`src/rtl/alu_serial_ctrl_if.sv`:
```
// alu_serial_ctrl_if
//   Command/result bundle for the bit-serial ALU controller.
//   Parameter WIDTH : operand/result width in bits.
//   cmd_valid/cmd_ready : command handshake; cmd_op, cmd_a and cmd_b carry the command.
//   res_valid/res_ready : result handshake; res_data, res_carry, res_zero and res_ovf carry the result.
//   master : the command issuer and result consumer. slave : the controller.
interface alu_serial_ctrl_if #(
    parameter int WIDTH = 8
);
    logic             cmd_valid;
    logic             cmd_ready;
    logic [2:0]       cmd_op;
    logic [WIDTH-1:0] cmd_a;
    logic [WIDTH-1:0] cmd_b;
    logic             res_valid;
    logic             res_ready;
    logic [WIDTH-1:0] res_data;
    logic             res_carry;
    logic             res_zero;
    logic             res_ovf;

    modport master (
        output cmd_valid, cmd_op, cmd_a, cmd_b, res_ready,
        input  cmd_ready, res_valid, res_data, res_carry, res_zero, res_ovf
    );

    modport slave (
        input  cmd_valid, cmd_op, cmd_a, cmd_b, res_ready,
        output cmd_ready, res_valid, res_data, res_carry, res_zero, res_ovf
    );
endinterface

```
`src/rtl/alu_serial_ctrl.sv`:
```
// alu_serial_ctrl
//   Bit-serial ALU controller. It latches a command and steps an external 1-bit
//   ALU slice over the operands, LSB first, for WIDTH cycles. It then holds the
//   result and its flags until the consumer accepts them.
//   clk, reset     : single clock; synchronous active-high reset.
//   bus (slave)    : command and result handshakes (see alu_serial_ctrl_if).
//   slice_a/b/cin/s: operand bits, carry-in and op select driven to the slice.
//   slice_out/cout : slice result bit and carry-out (combinational in the slice).
module alu_serial_ctrl #(
    parameter int WIDTH = 8
) (
    input  logic                clk,
    input  logic                reset,
    alu_serial_ctrl_if.slave    bus,
    output logic                slice_a,
    output logic                slice_b,
    output logic                slice_cin,
    output logic [2:0]          slice_s,
    input  logic                slice_out,
    input  logic                slice_cout
);
    localparam int IW = (WIDTH > 1) ? $clog2(WIDTH) : 1;
    localparam logic [IW-1:0] LAST = IW'(WIDTH - 1);

    localparam logic [1:0] IDLE = 2'd0;
    localparam logic [1:0] RUN  = 2'd1;
    localparam logic [1:0] DONE = 2'd2;

    logic [1:0]       state;
    logic [IW-1:0]    idx;
    logic [2:0]       op_q;
    logic [WIDTH-1:0] a_q;
    logic [WIDTH-1:0] b_q;
    logic [WIDTH-1:0] result_q;
    logic             carry_q;   // carry into the current bit; holds the final carry in DONE
    logic             cmsb_q;    // carry into the MSB, used for signed overflow

    always_ff @(posedge clk) begin
        if (reset) begin
            state    <= IDLE;
            idx      <= '0;
            op_q     <= '0;
            a_q      <= '0;
            b_q      <= '0;
            result_q <= '0;
            carry_q  <= 1'b0;
            cmsb_q   <= 1'b0;
        end else begin
            case (state)
                IDLE: begin
                    if (bus.cmd_valid) begin
                        op_q    <= bus.cmd_op;
                        a_q     <= bus.cmd_a;
                        b_q     <= bus.cmd_b;
                        idx     <= '0;
                        // The slice inverts B for SUB; only the +1 comes from here.
                        carry_q <= (bus.cmd_op == 3'b001);
                        state   <= RUN;
                    end
                end
                RUN: begin
                    result_q[idx] <= slice_out;
                    carry_q       <= slice_cout;
                    if (idx == LAST) begin
                        cmsb_q <= carry_q;
                        idx    <= '0;
                        state  <= DONE;
                    end else begin
                        idx <= idx + 1'b1;
                    end
                end
                DONE: begin
                    if (bus.res_ready) begin
                        state <= IDLE;
                    end
                end
                default: state <= IDLE;
            endcase
        end
    end

    logic run;
    logic done;
    logic arith;

    always_comb begin
        run   = (state == RUN);
        done  = (state == DONE);
        arith = (op_q[2:1] == 2'b00);

        bus.cmd_ready = (state == IDLE);
        bus.res_valid = done;
        // Results are only presented in DONE, so a command interrupted by reset never shows a partial word.
        bus.res_data  = done ? result_q : '0;
        bus.res_zero  = done && (result_q == '0);
        bus.res_carry = done && arith && carry_q;
        bus.res_ovf   = done && arith && (cmsb_q ^ carry_q);

        slice_a   = run && a_q[idx];
        slice_b   = run && b_q[idx];
        slice_cin = run && carry_q;
        slice_s   = run ? op_q : 3'b000;
    end
endmodule

```
`src/flat_wrapper.sv`:
```
// flat-port wrapper written by rule: the top's interface ports become plain ports
module alu_serial_ctrl_flat 
#(
    parameter int WIDTH = 8
)
  (clk, reset, slice_a, slice_b, slice_cin, slice_s, slice_out, slice_cout, bus_cmd_valid, bus_cmd_op, bus_cmd_a, bus_cmd_b, bus_res_ready, bus_cmd_ready, bus_res_valid, bus_res_data, bus_res_carry, bus_res_zero, bus_res_ovf);
  alu_serial_ctrl_if #(.WIDTH(WIDTH)) bus_i ();
  input  logic clk;
  input  logic reset;
  output logic slice_a;
  output logic slice_b;
  output logic slice_cin;
  output logic [2:0] slice_s;
  input  logic slice_out;
  input  logic slice_cout;
  input wire logic [$bits(bus_i.cmd_valid)-1:0] bus_cmd_valid;
  input wire logic [$bits(bus_i.cmd_op)-1:0] bus_cmd_op;
  input wire logic [$bits(bus_i.cmd_a)-1:0] bus_cmd_a;
  input wire logic [$bits(bus_i.cmd_b)-1:0] bus_cmd_b;
  input wire logic [$bits(bus_i.res_ready)-1:0] bus_res_ready;
  output wire logic [$bits(bus_i.cmd_ready)-1:0] bus_cmd_ready;
  output wire logic [$bits(bus_i.res_valid)-1:0] bus_res_valid;
  output wire logic [$bits(bus_i.res_data)-1:0] bus_res_data;
  output wire logic [$bits(bus_i.res_carry)-1:0] bus_res_carry;
  output wire logic [$bits(bus_i.res_zero)-1:0] bus_res_zero;
  output wire logic [$bits(bus_i.res_ovf)-1:0] bus_res_ovf;
  assign bus_i.cmd_valid = bus_cmd_valid;
  assign bus_i.cmd_op = bus_cmd_op;
  assign bus_i.cmd_a = bus_cmd_a;
  assign bus_i.cmd_b = bus_cmd_b;
  assign bus_i.res_ready = bus_res_ready;
  assign bus_cmd_ready = bus_i.cmd_ready;
  assign bus_res_valid = bus_i.res_valid;
  assign bus_res_data = bus_i.res_data;
  assign bus_res_carry = bus_i.res_carry;
  assign bus_res_zero = bus_i.res_zero;
  assign bus_res_ovf = bus_i.res_ovf;
  alu_serial_ctrl #(.WIDTH(WIDTH)) u_core (.clk(clk), .reset(reset), .bus(bus_i), .slice_a(slice_a), .slice_b(slice_b), .slice_cin(slice_cin), .slice_s(slice_s), .slice_out(slice_out), .slice_cout(slice_cout));
endmodule
```
`config.mk`:
```
export PLATFORM = sky130hd
export DESIGN_NAME = alu_serial_ctrl_flat
export DESIGN_NICKNAME = d
export VERILOG_FILES = /design/src/rtl/alu_serial_ctrl_if.sv /design/src/rtl/alu_serial_ctrl.sv /design/src/flat_wrapper.sv
export SDC_FILE = /design/constraint.sdc
export NUM_CORES = 1
export LEC_CHECK = 0
export BUFFER_PORTS_ARGS = -buffer_cell sky130_fd_sc_hd__buf_2
export CAP_MARGIN = 20
export CORE_MARGIN = 2
export CORE_UTILIZATION = 46
export DETAILED_ROUTE_END_ITERATION = 7
export GPL_ROUTABILITY_DRIVEN = 0
export GPL_TIMING_DRIVEN = 1
export MAX_ROUTING_LAYER = met4
export PLACE_DENSITY = 0.85
export SYNTH_ARGS = -nofsm -noshare
export SYNTH_HDL_FRONTEND = slang
export SYNTH_SLANG_ARGS = --single-unit
export TNS_END_PERCENT = 30
```
`constraint.sdc`:
```
create_clock -name clk -period 1.5 [get_ports clk]
set_clock_uncertainty 0.05 [all_clocks]
set_input_delay 0.3 -clock clk [delete_from_list [all_inputs] [get_ports clk]]
set_output_delay 0.3 -clock clk [all_outputs]
set_load 0.05 [all_outputs]
```
==> impl_metrics.env <==
export IMPL_setup_violations_final=33
export IMPL_hpwl_mm=2.60
export IMPL_via_per_inst=5.35
export IMPL_grt_max_degree=22
export IMPL_ys_seq_area_share_pct=43.1
export IMPL_dpl_cell_count=291
export IMPL_tightest_slew_ns=0.322
export IMPL_path_cells="buf_6 -> mux2i_1 -> o22ai_1 -> o21a_2 -> buf_8"
export IMPL_rsz0062_at_grt="yes"
export IMPL_status="finished, violations left"
export IMPL_clkTransAtPathRegs_ns=0.10
export IMPL_htreeDepth=2
export IMPL_grt_overflow_total=0
export IMPL_cts_buffers=5
export IMPL_cts_sinks=34
export IMPL_synth_most_common_cell="nand2_1"
export IMPL_layout_drive_gt1_share_pct=44.5
export IMPL_p_per_area_nw_per_um2=730
export IMPL_yosysTopAreaCellShare_pct=43.1
export IMPL_slowest_stage="dfxtp_4"
export IMPL_synth_compound_area_share_pct=16.1
export IMPL_critPathCaptureType="output pin"
export IMPL_ios=44
export IMPL_clockRootBuffer="clkbuf_4"
export IMPL_start_kind="flop"
export IMPL_cp_num_buf_inv=2
export IMPL_syn_nets=226
export IMPL_synth_mux_area_fraction_pct=5.70
export IMPL_cts_tree="yes"
export IMPL_antenna_left=0
export IMPL_routed_wl_mm=4.33
export IMPL_nets=292
export IMPL_synth_main_ff_cell="dfxtp_1"
export IMPL_max_freq_mhz=528
export IMPL_p_leak_nw=0.992
export IMPL_crit_fanout=6
export IMPL_coreArea_um2=3310
export IMPL_required_ns=1.15
export IMPL_min_period_over_period_pct=126
export IMPL_grt_pass1_wl_mm=6.73
export IMPL_fin_cells=311
export IMPL_internal_power_mw=1.26
export IMPL_setup_tns_ns=-6.22
export IMPL_synth_area_leaders="dfxtp_1 (43%), a21oi_1 (10%), nand2_1 (9.7%)"
export IMPL_clk_latency_ns=0.35
export IMPL_ys_warn_count=0
export IMPL_synth_area_um2=1580
export IMPL_cp_arrival_ns=1.54
export IMPL_combPwrFrac_pct=18.2
export IMPL_synth_commonest_cells="nand2_1 (41), dfxtp_1 (34), a21oi_1 (33), and2_1 (12)"
export IMPL_dr_pass1_iters=4
export IMPL_failed_checks="setup timing"
export IMPL_post_drt_wl_per_cell_um=13.9
export IMPL_synth_top_family_by_area="simple AND/OR/NAND/NOR gates"
export IMPL_diodes=0
export IMPL_synthAdderAreaFrac_pct=1.58
export IMPL_postLayoutSetupSlackWorst_ns=-0.394
export IMPL_die_height_um=62.6
export IMPL_drtIter0Drc=64
export IMPL_area_growth_pct=52.5
export IMPL_drv_slew=0
export IMPL_ir_drop_uv=669
export IMPL_via_count=1664
export IMPL_slew_limit_headroom_pct=78.6
export IMPL_yosysTopAreaCell="dfxtp_1"
export IMPL_die_area_um2=3920
export IMPL_synth_simple_gate_area_share_pct=28.4
export IMPL_synth_avg_cell_area_um2=7.94
export IMPL_cts_path_max_buffers=2
export IMPL_nFillCells=256
export IMPL_cpLargestDelayFamily="flip-flops"
export IMPL_synth_cell_types=28
export IMPL_hold_viol=0
export IMPL_die_w_um=62.6
export IMPL_power_switching_mw=0.495
export IMPL_fin_crit_ns=1.89
export IMPL_total_power_mw=1.76
export IMPL_async_reset_ff_share_pct=0
export IMPL_ys_ff_latch=34
export IMPL_grt_pass1_vias=1530
export IMPL_port_buffers=43
export IMPL_switching_share_pct=28.1
export IMPL_core_rowCount=21
export IMPL_drv_cap=0
export IMPL_start_util_pct=47.7
export IMPL_pre_cts_ws_ns=-0.231
export IMPL_seqPwrFrac_pct=55.1
export IMPL_grt_use_total_pct=22.0
export IMPL_hold_path_class="input pin to flop"
export IMPL_p_clk_share_pct=26.8
export IMPL_whs_ns=0.134
export IMPL_max_stage_delay_ns=0.41
export IMPL_postSynthCellCount=199
export IMPL_synth_xor_xnor_area_share_pct=0.554
export IMPL_drc=0
export IMPL_grt_antenna_before_repair=0
export IMPL_critPathKind="flop to output pin"
export IMPL_synth_edf_count=0
## worst register-to-register path: cells and delay by family, from the launching register on
kind | cells | cell delay (ns)
AO/OA/AOI/OAI | 1 | 0.13
AND/OR/NAND/NOR | 2 | 0.81
flip-flops | 1 | 0.39
buffers and inverters | 3 | 0.39
## cell type report
cell class,count,area (um^2),share of cell area [%]
well taps,46,57.6,2.39
flip-flops and latches,34,694,28.8
inverters,2,7.51,0.312
repair buffers,73,658,27.3
multi-input cells,149,945,39.2
clock buffers,5,37.5,1.56
clock inverters,2,10.0,0.415
## what timing repair did
action | 4_1_cts | 5_1_grt
endpoints found under the setup margin | 33 | 41
gates resized for setup | 75 | 27
pin swaps | 9 | 5
buffers inserted | 6 | 5
hold buffers | 0 | 0
gates cloned | 1 | 1
## power by group through the flow
stage	clock network (mW)	registers, mW	logic (mW)
after global routing	0.517	0.974	0.349
final	0.472	0.969	0.320
after floorplan	0	0.978	0.164
after detailed placement	0	0.993	0.244
after global placement	0	0.991	0.238
after CTS	0.477	0.968	0.275
## state kept, by name (all words and copies together), names as in the netlist
| signal | cells |
|---|---|
| u_core.op_q | 3 |
| u_core.b_q | 8 |
| u_core.carry_q | 1 |
| u_core.result_q | 8 |
| u_core.a_q | 8 |
| u_core.cmsb_q | 1 |
| u_core.idx | 3 |
| u_core.state | 2 |
## metrics by stage
| step | utilization (%) | cell area [um^2] |
|---|---|---|
| finish | 72.8 | 2410 |
| global route | 72.8 | 2410 |
| CTS | 68.8 | 2280 |
| detailed placement | 59.1 | 1960 |
| global placement | 59.1 | 1960 |
| floorplan | - | 1610 |
## worst paths after layout
path                       from            endpoint  slack [ns]  depth (start not counted)
setup reg to reg  u_core.idx[0]  u_core.result_q[4]       -0.32                          6
hold / removal     bus_cmd_a[6]       u_core.a_q[6]        0.13                          3
setup / recovery  u_core.idx[0]             slice_b       -0.39                          5
hold reg to reg   u_core.a_q[5]       u_core.a_q[5]        0.41                          2
## placed cells by master (no fill, tap or decap), types with 2 or more instances in the layout
cell | Yosys | routed
dfxtp_2 | 0 | 2
a21oi_2 | 0 | 3
and3_4 | 0 | 3
nand2b_1 | 4 | 4
or3b_4 | 1 | 2
o22ai_1 | 4 | 3
dfxtp_4 | 0 | 3
buf_6 | 0 | 12
nor2_1 | 3 | 2
dfxtp_1 | 34 | 29
buf_2 | 4 | 24
and2_4 | 0 | 11
clkbuf_4 | 0 | 5
nor2b_4 | 0 | 2
o21ai_0 | 8 | 8
or3_1 | 9 | 8
nand3b_1 | 2 | 2
nor4_2 | 0 | 2
mux2i_1 | 9 | 9
clkinv_2 | 0 | 2
a21oi_1 | 33 | 30
buf_4 | 2 | 21
nand2_1 | 41 | 41
nand3_1 | 6 | 6
buf_8 | 0 | 15
o21a_2 | 0 | 2
## logic make-up (layout without fill, tap and decap cells)
group,after synthesis,count (layout)
multiplexers,9,9
AND/OR/NAND/NOR,89,89
flip-flops,34,34
adder cells (fa/ha/maj),2,2
buffers and inverters,16,82
XOR/XNOR,1,1
AO/OA/AOI/OAI,48,48
## layer usage
| metal | GRT usage [%] | share of wire (%) |
|---|---|---|
| met5 | - | 0 |
| met4 | 10.6 | 2.8 |
| met3 | 4.50 | 4.8 |
| met2 | 39.7 | 55 |
| met1 | 22.8 | 38 |
No activity file was read; power rests on OpenSTA's default activity.
